**src/rtl/mux_pkg.sv**
```systemverilog
// Shared defaults and helpers for the round-robin N:1 result mux.
// Optional build macro: MUX_RR_FIXED_PRIO_EN (fixed-priority arbitration).
package mux_pkg;

   localparam int DEF_NUM_SRC = 4;
   localparam int DEF_WIDTH   = 32;

   // Index width for n sources, never less than one bit.
   function automatic int clog2_min1(input int n);
      int r;
      r = 0;
      while ((1 << r) < n) begin
         r = r + 1;
      end
      if (r < 1) begin
         r = 1;
      end
      return r;
   endfunction

endpackage : mux_pkg

```
**src/rtl/rr_arbiter.sv**
```systemverilog
// Round-robin arbiter with a registered last-grant pointer.
// Defining MUX_RR_FIXED_PRIO_EN swaps in lowest-index-wins priority with no state.
module rr_arbiter
   import mux_pkg::*;
#(
   parameter  int NUM_SRC = DEF_NUM_SRC,
   localparam int SEL_W   = clog2_min1(NUM_SRC)
) (
   input  logic               clk_i,
   input  logic               rst_i,
   input  logic [NUM_SRC-1:0] req,
   input  logic               en,
   output logic [NUM_SRC-1:0] grant,
   output logic [SEL_W-1:0]   grant_idx
);

`ifdef MUX_RR_FIXED_PRIO_EN

   logic found;
   logic unused_in;

   assign unused_in = ^{clk_i, rst_i, en};

   // NOTE: every output of this always_comb gets a default first, so no latch is inferred.
   always_comb begin
      grant     = '0;
      grant_idx = '0;
      found     = 1'b0;
      for (int i = 0; i < NUM_SRC; i++) begin
         if (!found && req[i]) begin
            found     = 1'b1;
            grant[i]  = 1'b1;
            grant_idx = SEL_W'(i);
         end
      end
   end

`else

   logic [SEL_W-1:0] last_grant_q, last_grant_d;
   logic [SEL_W:0]   sum;
   logic [SEL_W-1:0] cand;
   logic             found;

   always_comb begin
      grant     = '0;
      grant_idx = '0;
      found     = 1'b0;
      sum       = '0;
      cand      = '0;
      // Walk from the slot after the last winner, wrapping modulo NUM_SRC.
      for (int i = 1; i <= NUM_SRC; i++) begin
         sum = {1'b0, last_grant_q} + (SEL_W+1)'(i);
         if (sum >= (SEL_W+1)'(NUM_SRC)) begin
            sum = sum - (SEL_W+1)'(NUM_SRC);
         end
         cand = sum[SEL_W-1:0];
         if (!found && req[cand]) begin
            found       = 1'b1;
            grant[cand] = 1'b1;
            grant_idx   = cand;
         end
      end
   end

   always_comb begin
      last_grant_d = last_grant_q;
      if (en && found) begin
         last_grant_d = grant_idx;
      end
   end

   // NOTE: sequential state uses non-blocking assignments so every flop samples pre-edge values.
   always_ff @(posedge clk_i or posedge rst_i) begin
      if (rst_i) begin
         last_grant_q <= SEL_W'(NUM_SRC - 1);
      end else begin
         last_grant_q <= last_grant_d;
      end
   end

`endif

endmodule : rr_arbiter

```
**src/rtl/mux_rr_nto1.sv**
```systemverilog
// N:1 valid/ready merge onto one registered output with the winning source index.
// Arbitration is round-robin unless MUX_RR_FIXED_PRIO_EN is defined.
module mux_rr_nto1
   import mux_pkg::*;
#(
   parameter  int NUM_SRC = DEF_NUM_SRC,
   parameter  int WIDTH   = DEF_WIDTH,
   localparam int SEL_W   = clog2_min1(NUM_SRC)
) (
   input  logic                     clk_i,
   input  logic                     rst_i,
   input  logic [NUM_SRC*WIDTH-1:0] src_data_i,
   input  logic [NUM_SRC-1:0]       src_valid_i,
   output logic [NUM_SRC-1:0]       src_ready_o,
   output logic [WIDTH-1:0]         result_o,
   output logic                     result_valid_o,
   input  logic                     result_ready_i,
   output logic [SEL_W-1:0]         select_o
);

   logic [NUM_SRC-1:0] grant;
   logic [SEL_W-1:0]   grant_idx;
   logic               load_en;
   logic [WIDTH-1:0]   mux_data;

   logic [WIDTH-1:0]   result_q, result_d;
   logic               result_valid_q, result_valid_d;
   logic [SEL_W-1:0]   select_q, select_d;

   assign load_en = !result_valid_q || result_ready_i;

   rr_arbiter #(
      .NUM_SRC (NUM_SRC)
   ) u_arb (
      .clk_i     (clk_i),
      .rst_i     (rst_i),
      .req       (src_valid_i),
      .en        (load_en),
      .grant     (grant),
      .grant_idx (grant_idx)
   );

   // NOTE: ready is masked by the async reset itself, since load_en alone is high while reset holds valid low.
   assign src_ready_o = grant & {NUM_SRC{load_en && !rst_i}};

   // One-hot AND-OR select keeps the mux free of variable part-selects.
   always_comb begin
      mux_data = '0;
      for (int k = 0; k < NUM_SRC; k++) begin
         mux_data = mux_data | (src_data_i[k*WIDTH +: WIDTH] & {WIDTH{grant[k]}});
      end
   end

   always_comb begin
      result_d       = result_q;
      select_d       = select_q;
      result_valid_d = result_valid_q;
      if (load_en) begin
         if (|src_valid_i) begin
            result_d       = mux_data;
            select_d       = grant_idx;
            result_valid_d = 1'b1;
         end else begin
            result_valid_d = 1'b0;
         end
      end
   end

   always_ff @(posedge clk_i or posedge rst_i) begin
      if (rst_i) begin
         result_q       <= '0;
         select_q       <= '0;
         result_valid_q <= 1'b0;
      end else begin
         result_q       <= result_d;
         select_q       <= select_d;
         result_valid_q <= result_valid_d;
      end
   end

   assign result_o       = result_q;
   assign select_o       = select_q;
   assign result_valid_o = result_valid_q;

endmodule : mux_rr_nto1

```
**config.mk**
```make
export PLATFORM = sky130hd
export DESIGN_NAME = mux_rr_nto1
export DESIGN_NICKNAME = d
export VERILOG_FILES = /design/src/rtl/mux_pkg.sv /design/src/rtl/rr_arbiter.sv /design/src/rtl/mux_rr_nto1.sv
export SDC_FILE = /design/constraint.sdc
export NUM_CORES = 1
export LEC_CHECK = 0
export ABC_AREA = 1
export BUFFER_PORTS_ARGS = -buffer_cell sky130_fd_sc_hd__buf_2
export CAP_MARGIN = 20
export CORE_MARGIN = 2
export CORE_UTILIZATION = 30
export CTS_CLUSTER_DIAMETER = 40
export DETAILED_ROUTE_END_ITERATION = 16
export SETUP_SLACK_MARGIN = 0.3
export SYNTH_ARGS = -nofsm -noshare
export SYNTH_HDL_FRONTEND = slang
export SYNTH_HIERARCHICAL = 1
export SYNTH_SLANG_ARGS = --single-unit
```
**constraint.sdc**
```tcl
create_clock -name clk_i -period 3.8 [get_ports clk_i]
set_clock_uncertainty 0.2 [all_clocks]
set_input_delay 0.38 -clock clk_i [delete_from_list [all_inputs] [get_ports clk_i]]
set_output_delay 0.38 -clock clk_i [all_outputs]
set_load 0.01 [all_outputs]
```
### Word-level counts from Yosys, hierarchy flattened

Cells that the tools add are included.
Widths: inputs -> output; s select.

| operators by class | value |
|---|---|
| add/subtract/negate cells | 8 |
| $lt $le $gt $ge | 12 |
| muxes and demuxes | 33 |
| bitwise logic cells | 11 |
| reductions and logical operators | 17 |

Operators with widths:

| operator | number |
|---|---|
| $and 32x32->32 | 4 |
| $or 32x32->32 | 3 |
| $mux 2 | 8 |
| $mux 4 | 4 |
| $mux 1 | 13 |
| $ge 3x3->1 const B | 4 |
| $lt 2x3->1 const B | 4 |
| $or 4x4->4 | 3 |
| $logic_and 1x1->1 | 9 |
| $bmux 1 s2 | 4 |
| $demux 1 s2 | 4 |
| $ge 2x1->1 const B | 4 |
| $sub 2x1->2 const B | 4 |
| $add 2x2->3 const B | 2 |
| $logic_not 1->1 | 5 |
| $and 4x4->4 | 1 |
| $reduce_or 4->1 | 1 |
| $add 2x1->3 const B | 1 |
| $add 2x3->3 const B | 1 |
| $reduce_and 2->1 | 1 |
| $logic_or 1x1->1 | 1 |

| storage, ports and cells | value |
|---|---|
| bits in registers | 37 |
| output and inout bits | 39 |
| logic and storage cells | 85 |

### Logic depth before layout (Yosys ltp)

| depth | value |
|---|---|
| depth in word-level cells | 19 |
| gate-level depth with buffers | 17 |

### Hierarchy

Netlist, hierarchy kept.

Modules (own cells, without submodules):

| module | instances | cells an instance | area an instance (µm²) |
|---|---|---|---|
| mux_rr_nto1 | 1 | 466 | 2631.3 |
| rr_arbiter | 1 | 89 | 604.3 |

### Worst setup path after synthesis

No wires, ideal clock.

| timing path | value |
|---|---|
| path type | register -> output |
| start point | register u_arb.last_grant_q[0] |
| end point | output src_ready_o[1] |
| arrival time | 2192 ps |
| data required time | 3220 ps |
| slack | 1028 ps |
| cell stages (with the launch flop) | 14 |
| path buffers | 3 |
| cell sequence | dfstp_2 buf_6 inv_6 ha_1 inv_1 nand3_2 nand2_4 nor3_4 nand2_1 nand3_1 buf_2 buf_4 inv_1 nor2_1 |

| between the ends | value |
|---|---|
| word-level cells in the longest chain between the ends | 16 |
| elaborated cells between the ends (all ways) | 61 |

RTL lines:

| element | line | source |
|---|---|---|
| from (decl) | rr_arbiter.sv:40 | `logic [SEL_W-1:0] last_grant_q, last_grant_d;` |
| from (signal assigned) | rr_arbiter.sv:76 | `last_grant_q <= SEL_W'(NUM_SRC - 1);` |
| from (signal assigned) | rr_arbiter.sv:78 | `last_grant_q <= last_grant_d;` |
| branches (longest 14 deep; another with $add 2x1->3) | - |  |
| $mux 4 (*) | rr_arbiter.sv:58 | `if (!found && req[cand]) begin` |
| named net grant[1] | mux_rr_nto1.sv:21 | `logic [NUM_SRC-1:0] grant;` |
| $and 4x4->4 (*) | mux_rr_nto1.sv:44 | `assign src_ready_o = grant & {NUM_SRC{load_en && !rst_i}};` |
| to (decl) | mux_rr_nto1.sv:14 | `output logic [NUM_SRC-1:0] src_ready_o,` |

Mark *: on every way through the listed nets, which the timed path passes. The select of a mux whose other input is x is not followed.

### Worst setup path in the final report

| timing path | value |
|---|---|
| start point | register u_arb.last_grant_q[1] |
| end point | output src_ready_o[0] |

The elaborated chain is that of the path after synthesis.

==> run_results.csv <==
group,metric,value,unit
clocking,numCtsBuffers,5,
synthesis,synth_area_leaders,"nand2_1 (41%), dfrtp_1 (27%), inv_1 (9.4%)",
worst_setup_path,cp.required,3.22,ns
global_routing,grt_first_pass_wirelength,15.2,mm
pwr,comb_power_share,73.1,%
global_routing,grt_pass1_vias,3351,
synthesis,yosys-top-cells-count,"nand2_1 (353), inv_1 (81), dfrtp_1 (35)",
pwr,p_seq_share,17.3,%
pwr,ir_drop,0.000517,V
clocking,clockBufferDepth,2,
synthesis,ys.flop_type,"dfrtp_1",
route,drtIter0Drc,164,
synthesis,syn-instance-count,555,
flow_run,maxCapViolCount,0,
timing,slew_headroom,38.0,%
layout,final_layout_size_suffix_gt1_share,30.5,%
synthesis,synth_area,0.00324,mm^2
global_routing,grt.overflow.total,0,
synthesis,ys_ff_latch,37,
pwr,switching_power,2.25,mW
placement,dp_slack,0.655,ns
layout,finalNetCount,866,
worst_setup_path,critPathArrivalTime,2.71,ns
clocking,path_clk_slew,0.08,ns
synthesis,synth-edff-count,0,
timing,period_share,86.5,%
synthesis,yosys.area.top_type_share,41.0,%
pwr,pwr-share-clk,9.6,%
route,antenna_left,0,
synthesis,ys_types,26,
route,firstDrtPassIters,4,
synthesis,synth_top_cell_by_area,"nand2_1",
timing,max_freq,304,MHz
route,routedWlPerCell,11.2,um
synthesis,synthSimpleGateAreaFrac,50.2,%
clocking,clockRootBuffer,"clkbuf_8",
pwr,swShare,53.0,%
worst_setup_path,cp_max_fo,9,
timing,setup_violations,0,
worst_setup_path,cpPeakStageDelay,0.66,ns
die,die_x,108,um
timing,rsz0062_at_grt,"true",
timing,setup_slack,0.513,ns
pwr,pwr_density_cell,979,mW/mm^2
worst_setup_path,reg2reg_slack,0.78,ns
pwr,leakage,2.80,nW
synthesis,synth_nets,698,
synthesis,synth_top_family_by_area,"simple AND/OR/NAND/NOR gates",
die,rows,37,
synthesis,synth_compound_area_share,2.01,%
synthesis,async_flop_share,100,%
status,status,"finished, final reports clean",
worst_setup_path,cp-endpoint,"src_ready_o[0]",
clocking,clock_latency,0.29,ns
worst_setup_path,start_kind,"flop",
synthesis,synth_mux_area_share,0,%
synthesis,synth_adder_area_share,3.09,%
worst_setup_path,cpMaxStageDelayCell,"dfstp_2",
die,io_pins,174,
placement,globalplace.congestion,0.827,
min_path,hp-class,"input pin to flop",
clocking,cts_sinks,37,
worst_setup_path,cp-end-kind,"output pin",
die,start_util,31.1,%
worst_setup_path,cp_num_buf_inv,4,
worst_setup_path,crit_start,"u_arb/last_grant_q[1]$_DFFE_PP1P_",
synthesis,ys_warn_count,6,
worst_setup_path,crit_family,"simple AND/OR/NAND/NOR gates",
clocking,cts_tree,"yes",
worst_setup_path,cp.depth,11,
worst_setup_path,timing.rr.end,"result_o[17]$_DFFE_PP0P_",
worst_setup_path,critical_path_class,"flop to output pin",
die,core_area,0.0104,mm^2
clocking,cts_htree_levels,2,
route,drc,0,
layout,utilization,41.6,%
global_routing,grt_usage,16.3,%
timing,report.final.slew_viol_count,0,
global_routing,antenna_found_initial,0,
pwr,p_total,4.24,mW
placement,port_buffers,173,
die,die_h,108,um
layout,syn_to_final_growth,33.9,%
route,via_count,3704,
synthesis,syn_area_per_cell,5.83,um^2
timing,timing.final.hold_violations,0,
synthesis,synthXorXnorAreaFrac,0,%
pwr,p_int,1.99,mW
worst_setup_path,ff2ff_path_depth,15,
timing,period_needed,3.29,ns
route,viasPerCell,4.31,
placement,hpwl,7.38,mm
worst_setup_path,crit_chain,"clkinvlp_4, ha_1, inv_1, nand3_2, nand2_4, nor2_2, a22oi_1, nand3_2, inv_1, nor2_1, buf_2",
die,dieArea,0.0116,mm^2
layout,antennaDiodeCount,0,
global_routing,grt_max_degree,36,
timing,finalSetupTns,0,ns
synthesis,synth_seq_area_share,28.7,%
synthesis,synth_most_common_cell,"nand2_1",
worst_setup_path,r2r_start,"u_arb/last_grant_q[1]$_DFFE_PP1P_",
timing,worst_slew_pin_slew,0.928,ns
route,wl,9.60,mm
worst min-delay path, cell delays in order:
cell	delay [ns]
buf_2	0.10
nor2_4	0.05
inv_2	0.10
nand2_1	0.06
cells in the final DEF (no fill, tap or decap), types with 2 or more instances in the layout:
cell type and count:
nand3_1 6, ha_1 8, nand2_4 4, bufinv_16 2
nand3_2 7, buf_4 9, nand4_1 7, buf_2 173
dfrtp_1 35, inv_2 3, dfstp_2 2, nand2_2 4
nor2_4 3, nor2_1 6, clkbuf_8 5, nand2_1 353
a22oi_1 4, inv_1 79
final cells by class:
| class | instances | area (um^2) |
|---|---|---|
| fillers | 1111 | 6080 |
| flip-flops and latches | 37 | 928 |
| well taps | 136 | 170 |
| clock inverters | 3 | 65.1 |
| repair buffers | 184 | 963 |
| clock buffers | 5 | 68.8 |
| inverters | 86 | 334 |
| multi-input cells | 409 | 1800 |
registers in the layout, indices dropped and copies added (netlist names):
name,flops
result_o,32
u_arb/last_grant_q,2
result_valid_o,1
select_o,2
metrics by stage:
stage | hold WS (ns) | cells | instance area [um^2]
after global placement | 0.226 | 849 | 4160
final | 0.229 | 860 | 4330
after floorplan | 0.0915 | 555 | 3240
after CTS | 0.218 | 858 | 4300
after global routing | 0.226 | 860 | 4330
after detailed placement | 0.233 | 849 | 4160
worst min path at each step:
stage                         startpoint                                 to  depth (start not counted)
after global routing      result_ready_i         result_valid_o$_DFFE_PP0P_                          4
after detailed placement           rst_i  u_arb/last_grant_q[1]$_DFFE_PP1P_                          2
after global placement             rst_i  u_arb/last_grant_q[0]$_DFFE_PP1P_                          2
after CTS                 result_ready_i         result_valid_o$_DFFE_PP0P_                          4
final                     result_ready_i         result_valid_o$_DFFE_PP0P_                          4
after floorplan                    rst_i  u_arb/last_grant_q[0]$_DFFE_PP1P_                          1
kinds of logic after synthesis:
group | count (synthesis)
simple gates | 393
buf+inv | 109
flops | 37
compound gates | 8
fa+ha+maj | 8
timing repair:
item                                   4_1_cts  5_1_grt
buffers inserted                             0        2
gates resized for setup                      0        4
endpoints found under the hold margin        2        0
hold buffers                                 1        0
setup endpoints to repair                    0        4
metal layers:
metal  track usage, %  routed length (um)  vias to the layer above
met5                0                   0                        -
met3             3.63                 744                       12
li1                 -                   -                     1939
met1             20.4                4310                     1619
met2             28.2                4400                      134
met4             4.03                 154                        0
power groups by stage:
stage | combinational [mW] | clock, mW | sequential [mW]
after global routing | 3.61 | 0.438 | 0.757
after floorplan | 2.35 | 0 | 0.788
after CTS | 3.13 | 0.424 | 0.733
final | 3.10 | 0.406 | 0.734
after detailed placement | 3.12 | 0 | 0.737
after global placement | 3.08 | 0 | 0.731
(Power assumes the default switching activity.)
